## src/rtl/portin_pkg.sv

```systemverilog
// Shared types and helpers for the router input port.
package portin_pkg;

    typedef enum logic [1:0] {
        IDLE,
        ADDR,
        PAYLOAD,
        DROP
    } state_t;

    // {frame_n, valid_n} cycle codes
    localparam logic [1:0] FR_PAY  = 2'b00;
    localparam logic [1:0] FR_ADDR = 2'b01;
    localparam logic [1:0] FR_LAST = 2'b10;
    localparam logic [1:0] FR_IDLE = 2'b11;

    // Smallest r such that 2**r >= v.
    function automatic int clog2(input int v);
        int r;
        r = 0;
        for (int i = 0; i < 31; i++) begin
            if ((1 << i) < v) r = i + 1;
        end
        return r;
    endfunction

endpackage

```

## src/rtl/portin_fifo.sv

```systemverilog
// First-word-fall-through packet FIFO. The head word is presented combinationally;
// while empty, the output holds the last head word that was shown.
module portin_fifo
    import portin_pkg::*;
#(
    parameter int WIDTH = 36,
    parameter int DEPTH = 4
) (
    input  logic             clock,
    input  logic             reset,
    input  logic             push,
    input  logic             pop,
    input  logic [WIDTH-1:0] din,
    output logic [WIDTH-1:0] dout,
    output logic             full,
    output logic             empty
);

    localparam int PW = clog2(DEPTH);
    localparam logic [PW:0] CNT_FULL = (PW + 1)'(DEPTH);

    logic [WIDTH-1:0] mem [DEPTH];
    logic [PW-1:0]    wr_ptr;
    logic [PW-1:0]    rd_ptr;
    logic [PW:0]      count;
    logic [WIDTH-1:0] last_head;
    logic             do_push;
    logic             do_pop;

    assign full    = (count == CNT_FULL);
    assign empty   = (count == '0);
    assign do_pop  = pop && !empty;
    assign do_push = push && (!full || do_pop);
    assign dout    = empty ? last_head : mem[rd_ptr];

    // Storage, pointers and occupancy; pointers wrap naturally at DEPTH.
    always_ff @(posedge clock or posedge reset) begin
        if (reset) begin
            for (int i = 0; i < DEPTH; i++) mem[i] <= '0;
            wr_ptr    <= '0;
            rd_ptr    <= '0;
            count     <= '0;
            last_head <= '0;
        end else begin
            last_head <= dout;
            if (do_push) begin
                mem[wr_ptr] <= din;
                wr_ptr      <= wr_ptr + 1'b1;
            end
            if (do_pop) rd_ptr <= rd_ptr + 1'b1;
            if (do_push && !do_pop)      count <= count + 1'b1;
            else if (do_pop && !do_push) count <= count - 1'b1;
        end
    end

endmodule

```

## src/rtl/portin_q.sv

```systemverilog
// Router input port: deserialises bit-serial frames, checks length and queues
// complete packets for the downstream arbiter.
//
//  state   | meaning
//  IDLE    | waiting for the first address bit
//  ADDR    | collecting address bits (extra bits beyond ADDR_W ignored)
//  PAYLOAD | collecting payload bits until the last-bit marker
//  DROP    | discarding the rest of a malformed frame
module portin_q
    import portin_pkg::*;
#(
    parameter int ADDR_W = 4,
    parameter int DATA_W = 32,
    parameter int DEPTH  = 4
) (
    input  logic              clock,
    input  logic              reset,
    input  logic              frame_n,
    input  logic              valid_n,
    input  logic              di,
    input  logic              granted,
    output logic [ADDR_W-1:0] addr,
    output logic [DATA_W-1:0] payload,
    output logic              vld,
    output logic              busy,
    output logic              full,
    output logic              err_len,
    output logic              err_ovf
);

    localparam int CA_W = clog2(ADDR_W + 1);
    localparam int CP_W = clog2(DATA_W + 2);
    localparam logic [CA_W-1:0]   CA_MAX  = CA_W'(ADDR_W);
    localparam logic [CP_W-1:0]   CP_DW   = CP_W'(DATA_W);
    localparam logic [CP_W-1:0]   CP_LAST = CP_W'(DATA_W - 1);
    localparam logic [CP_W-1:0]   CP_SAT  = CP_W'(DATA_W + 1);
    localparam logic [ADDR_W-1:0] A_ONE   = ADDR_W'(1);
    localparam logic [DATA_W-1:0] P_ONE   = DATA_W'(1);

    state_t             state, state_next;
    logic [CA_W-1:0]    cnta, cnta_next;
    logic [CP_W-1:0]    cntp, cntp_next;
    logic [ADDR_W-1:0]  addr_sr, addr_sr_next;
    logic [DATA_W-1:0]  pay_sr, pay_sr_next;
    logic               err_len_next, err_ovf_next;
    logic               push;
    logic               pop;
    logic               fifo_empty;
    logic [1:0]         code;
    logic [ADDR_W+DATA_W-1:0] push_data;
    logic [ADDR_W+DATA_W-1:0] head;

    assign code      = {frame_n, valid_n};
    assign pop       = granted && !fifo_empty;
    assign vld       = !fifo_empty;
    assign busy      = (state != IDLE);
    // The last payload bit arrives with the end marker and goes straight into the queue.
    assign push_data = {addr_sr, di, pay_sr[DATA_W-2:0]};
    assign addr      = head[ADDR_W+DATA_W-1:DATA_W];
    assign payload   = head[DATA_W-1:0];

    portin_fifo #(
        .WIDTH(ADDR_W + DATA_W),
        .DEPTH(DEPTH)
    ) u_fifo (
        .clock(clock),
        .reset(reset),
        .push (push),
        .pop  (pop),
        .din  (push_data),
        .dout (head),
        .full (full),
        .empty(fifo_empty)
    );

    // State, counters, shift registers and registered error pulses.
    always_ff @(posedge clock or posedge reset) begin
        if (reset) begin
            state   <= IDLE;
            cnta    <= '0;
            cntp    <= '0;
            addr_sr <= '0;
            pay_sr  <= '0;
            err_len <= 1'b0;
            err_ovf <= 1'b0;
        end else begin
            state   <= state_next;
            cnta    <= cnta_next;
            cntp    <= cntp_next;
            addr_sr <= addr_sr_next;
            pay_sr  <= pay_sr_next;
            err_len <= err_len_next;
            err_ovf <= err_ovf_next;
        end
    end

    // Frame decode: next state, bit capture, push and error decisions.
    always_comb begin
        state_next   = state;
        cnta_next    = cnta;
        cntp_next    = cntp;
        addr_sr_next = addr_sr;
        pay_sr_next  = pay_sr;
        err_len_next = 1'b0;
        err_ovf_next = 1'b0;
        push         = 1'b0;
        unique case (state)
            IDLE: begin
                if (code == FR_ADDR) begin
                    addr_sr_next = (addr_sr & ~A_ONE) | ADDR_W'(di);
                    cnta_next    = CA_W'(1);
                    state_next   = ADDR;
                end else if (code == FR_PAY || code == FR_LAST) begin
                    err_len_next = 1'b1;
                end
            end
            ADDR: begin
                unique case (code)
                    FR_ADDR: begin
                        if (cnta < CA_MAX) begin
                            addr_sr_next = (addr_sr & ~(A_ONE << cnta)) | (ADDR_W'(di) << cnta);
                            cnta_next    = cnta + 1'b1;
                        end
                    end
                    FR_PAY: begin
                        if (cnta < CA_MAX) begin
                            err_len_next = 1'b1;
                            state_next   = DROP;
                        end else begin
                            pay_sr_next = (pay_sr & ~P_ONE) | DATA_W'(di);
                            cntp_next   = CP_W'(1);
                            state_next  = PAYLOAD;
                        end
                    end
                    default: begin
                        err_len_next = 1'b1;
                        state_next   = IDLE;
                    end
                endcase
            end
            PAYLOAD: begin
                unique case (code)
                    FR_PAY: begin
                        if (cntp < CP_DW)
                            pay_sr_next = (pay_sr & ~(P_ONE << cntp)) | (DATA_W'(di) << cntp);
                        if (cntp != CP_SAT) cntp_next = cntp + 1'b1;
                    end
                    FR_LAST: begin
                        state_next = IDLE;
                        if (cntp != CP_LAST) err_len_next = 1'b1;
                        else if (full && !pop) err_ovf_next = 1'b1;
                        else push = 1'b1;
                    end
                    FR_ADDR: begin
                        err_len_next = 1'b1;
                        state_next   = DROP;
                    end
                    default: begin
                        err_len_next = 1'b1;
                        state_next   = IDLE;
                    end
                endcase
            end
            DROP: begin
                if (code == FR_LAST || code == FR_IDLE) state_next = IDLE;
            end
            default: state_next = IDLE;
        endcase
    end

endmodule

```

## config.mk

```make
export PLATFORM = sky130hd
export DESIGN_NAME = portin_q
export DESIGN_NICKNAME = d
export VERILOG_FILES = /design/src/rtl/portin_pkg.sv /design/src/rtl/portin_fifo.sv /design/src/rtl/portin_q.sv
export SDC_FILE = /design/constraint.sdc
export NUM_CORES = 1
export LEC_CHECK = 0
export ABC_AREA = 1
export BUFFER_PORTS_ARGS = -buffer_cell sky130_fd_sc_hd__buf_4
export CORE_UTILIZATION = 55
export DETAILED_ROUTE_END_ITERATION = 10
export GPL_ROUTABILITY_DRIVEN = 0
export HOLD_SLACK_MARGIN = 0.05
export PLACE_DENSITY = 0.81
export REMOVE_ABC_BUFFERS = 1
export SLEW_MARGIN = 25
export SYNTH_ARGS = -nofsm -noshare
export SYNTH_HDL_FRONTEND = slang
export SYNTH_SLANG_ARGS = --single-unit
```

## constraint.sdc

```tcl
create_clock -name clock -period 22.5 [get_ports clock]
set_input_delay 2.25 -clock clock [delete_from_list [all_inputs] [get_ports clock]]
set_output_delay 2.25 -clock clock [all_outputs]
set_load 0.1 [all_outputs]
```

==> flow_summary_export.csv <==
group,metric,value,unit
floorplan,die_area,21100,µm²
timing,finalHoldViolations,0,
setup_path,critical_path_buf_inv_count,4,
synth,synth-seq-cells,235,
global_routing,grt_overflow,0,
timing,finClkSkew,17.2,ps
clock_network,cts_setup_buffers,0,
timing,maxClockFrequency,185,MHz
timing,rsz0062_at_grt,"false",
synth,syn-cell-area,11300,µm²
setup_path,crit_path_end_kind,"output pin",
routing,postRouteWirelength,27.8,mm
routing,drc,0,
min_path,holdCritStartpoint,"u_fifo.mem[59]$_DFFE_PP0P_",
global_routing,grt.total_usage,27.1,%
setup_path,worst_r2r_endpoint,"u_fifo.count[2]$_DFFE_PP0P_",
setup_path,cp.arrival,3150,ps
floorplan,die_w,145,µm
layout,diodes,0,
placement,place_inst,1606,
routing,drtAntennaViolNets,0,
routing,detail_route.vias_per_cell,5.92,
placement,dpl_cell_area,11600,µm²
clock_network,htree_num_levels,1,
clock_network,cts.repair.resized,0,
clock_network,cts_tree,"yes",
min_path,hold_class,"flop to flop",
min_path,hold_depth,2,
setup_path,critPathTopFamily,"buffers and inverters",
setup_path,cp-start-kind,"flop",
job,max-cap-violations,0,
placement,post-dp-hpwl,15.8,mm
setup_path,crit_chain,"buf_4, inv_2, buf_4, o21ai_0, a21oi_1, buf_4",
routing,firstDrtPassIters,5,
setup_path,cp_max_fo,73,
routing,num_vias,9773,
synth,synthCells,1379,
min_path,min_to,"u_fifo.mem[59]$_DFFE_PP0P_",
timing,min_period,5400,ps
routing,drtIter0Drc,889,
setup_path,worstSetupPathType,"flop to output pin",
timing,worst_pin_slew,958,ps
floorplan,start_util,55.9,%
setup_path,rr_worst_depth,13,
clock_network,cts_buffers,25,
clock_network,cts.hold.buffers_added,0,
synth,synth_area_per_cell,8.18,µm²
timing,fin_tns_setup,0,ps
layout,syn_to_final_growth,10.8,%
layout,layout-drive-gt1-share,9.27,%
setup_path,r2r-start,"cntp[3]$_DFFE_PP0P_",
timing,relSlewSlack,36.1,%
timing,drv_slew,0,
clock_network,cts.sinks,235,
power_and_ir_drop,power.density,144,nW/µm²
floorplan,io_pins,47,
layout,fin_nets,1386,
clock_network,clockRootBuffer,"clkbuf_16",
synth,yosysWarnings,0,
setup_path,required,20250,ps
run_status,status,"complete, no violations",
routing,routedWlPerCell,16.8,µm
setup_path,slowest_delay,660,ps
layout,fillers,1719,
setup_path,crit_slowest_cell,"dfrtp_2",
placement,portBuffers,46,
clock_network,clock_latency,520,ps
setup_path,regToRegSetupSlack,19090,ps
power_and_ir_drop,leakagePower,6.50,nW
layout,instances_no_fill,1651,
synth,synth_cell_type_count,31,
timing,layout_worst_path_cycle_share,24.0,%
floorplan,rows,52,
power_and_ir_drop,vdd_drop_max,0.101,mV
timing,finalSetupViolCount,0,
clock_network,cts.path.max_buffers,3,
floorplan,die_h,145,µm
floorplan,coreArea,20200,µm²
global_routing,grt_pass1_vias,9456,
layout,final_cell_area,12500,µm²
global_routing,grt_max_degree,98,
global_routing,grt_pass1_wl,47.6,mm
timing,hold_slack,474,ps
synth,seq_area_frac_synth,52.1,%
clock_network,cts.reportedPaths.clkPinSlew,60,ps
global_routing,grt_antenna_before_repair,0,
setup_path,crit_top_cell,"buf_4",
stage by stage:
stage	util [%]	power (mW)	worst slack, ps
final	62.0	1.80	17100
after global routing	62.0	1.88	16940
after CTS	62.0	1.81	17120
after detailed placement	57.7	1.38	17660
after global placement	57.6	1.37	17720
after floorplan	-	1.20	13800
cell families after synthesis:
group	after synthesis	synth area share, %
AO/OA/AOI/OAI	189	9.26
XOR/XNOR	4	0.311
flip-flops	235	52.1
buffers and inverters	134	5.22
multiplexers	1	0.0998
adder cells (fa/ha/maj)	17	1.95
AND/OR/NAND/NOR	799	31.0
worst reg2reg max path: cells and delay by family, from the launching register on:
family	cells	cell delay (ps)
buffers and inverters	4	880
and+or+nand+nor	4	750
DFF	1	720
adders and majority gates	2	530
AOI/OAI and AO/OA	2	260
xor gates and xnor gates	1	150
flip-flops by register name, summed over array words and instances (netlist names):
name and flops:
addr_sr 4, u_fifo.count 3, pay_sr 31, cntp 6, cnta 3, u_fifo.mem 144
state 2, u_fifo.rd_ptr 2, u_fifo.last_head 36, err_len 1, err_ovf 1, u_fifo.wr_ptr 2
per-layer routing:
layer / vias to the layer above / part of all wire (%) / track usage [%]
met5: - / 0 / 0
met4: 0 / 2.5 / 8.32
met3: 55 / 6.8 / 3.46
met2: 396 / 47 / 43.7
met1: 4729 / 43 / 38.5
li1: 4593 / - / -
worst max-delay path by stage:
| stage | from | cells past startpoint | slack (ps) | end |
|---|---|---|---|---|
| floorplan | reset | 1 | 13800 | addr_sr[0]$_DFFE_PP0P_ |
| global placement | u_fifo.rd_ptr[0]$_DFFE_PP0P_ | 6 | 17720 | payload[25] |
| detailed placement | u_fifo.rd_ptr[0]$_DFFE_PP0P_ | 6 | 17660 | payload[25] |
| CTS | u_fifo.rd_ptr[0]$_DFFE_PP0P_ | 6 | 17120 | payload[25] |
| global route | u_fifo.rd_ptr[0]$_DFFE_PP0P_ | 6 | 16940 | payload[25] |
| finish | u_fifo.rd_ptr[0]$_DFFE_PP0P_ | 6 | 17100 | payload[25] |
power breakdown:
part	switching, mW	leakage, nW	internal [mW]
clock	0.170	0.427	0.257
sequential	0.0362	3.21	0.467
combinational	0.691	2.86	0.179
placed cells by master, fill, tap and decap left out, drive strengths merged, types with 16 or more instances in the layout:
master / n
nand3: 36
a21oi: 41
buf: 58
dfrtp: 235
nor2: 182
nand4: 154
o21ai: 109
ha: 16
inv: 32
nand2: 416
o21a: 36
clkbuf: 32
layout make-up:
class,count,area [µm²],share of cell area [%]
Clock inverter,13,149,1.19
Sequential cell,235,5880,47.1
Timing Repair Buffer,58,439,3.51
Tap cell,270,338,2.70
Multi-Input combinational cell,1010,4850,38.8
Clock buffer,32,712,5.70
Inverter,33,131,1.05
cell usage after synthesis:
| master | instances | area (µm²) |
|---|---|---|
| a21oi_1 | 41 | 205 |
| buf_1 | 10 | 37.5 |
| buf_2 | 15 | 75.1 |
| buf_4 | 18 | 135 |
| clkbuf_1 | 58 | 218 |
| clkinv_1 | 1 | 3.75 |
| dfrtp_1 | 235 | 5880 |
| fa_1 | 1 | 20.0 |
| ha_1 | 16 | 200 |
| inv_1 | 27 | 101 |
| inv_2 | 5 | 18.8 |
| mux2_2 | 1 | 11.3 |
| nand2_1 | 414 | 1550 |
| nand2_2 | 2 | 12.5 |
| nand3_1 | 35 | 175 |
| nand3_2 | 1 | 10.0 |
| nand3b_1 | 2 | 15.0 |
| nand4_1 | 150 | 938 |
| nand4_2 | 4 | 50.1 |
| nor2_1 | 178 | 668 |
| nor2_2 | 3 | 18.8 |
| nor2_4 | 1 | 11.3 |
| nor3_1 | 9 | 45.0 |
| o211ai_1 | 1 | 7.51 |
| o21a_1 | 36 | 270 |
| o21ai_0 | 89 | 445 |
| o21ai_1 | 20 | 100 |
| o221ai_1 | 1 | 8.76 |
| o31ai_1 | 1 | 7.51 |
| xnor2_1 | 1 | 8.76 |
| xor2_1 | 3 | 26.3 |
(Power assumes the default switching activity.)
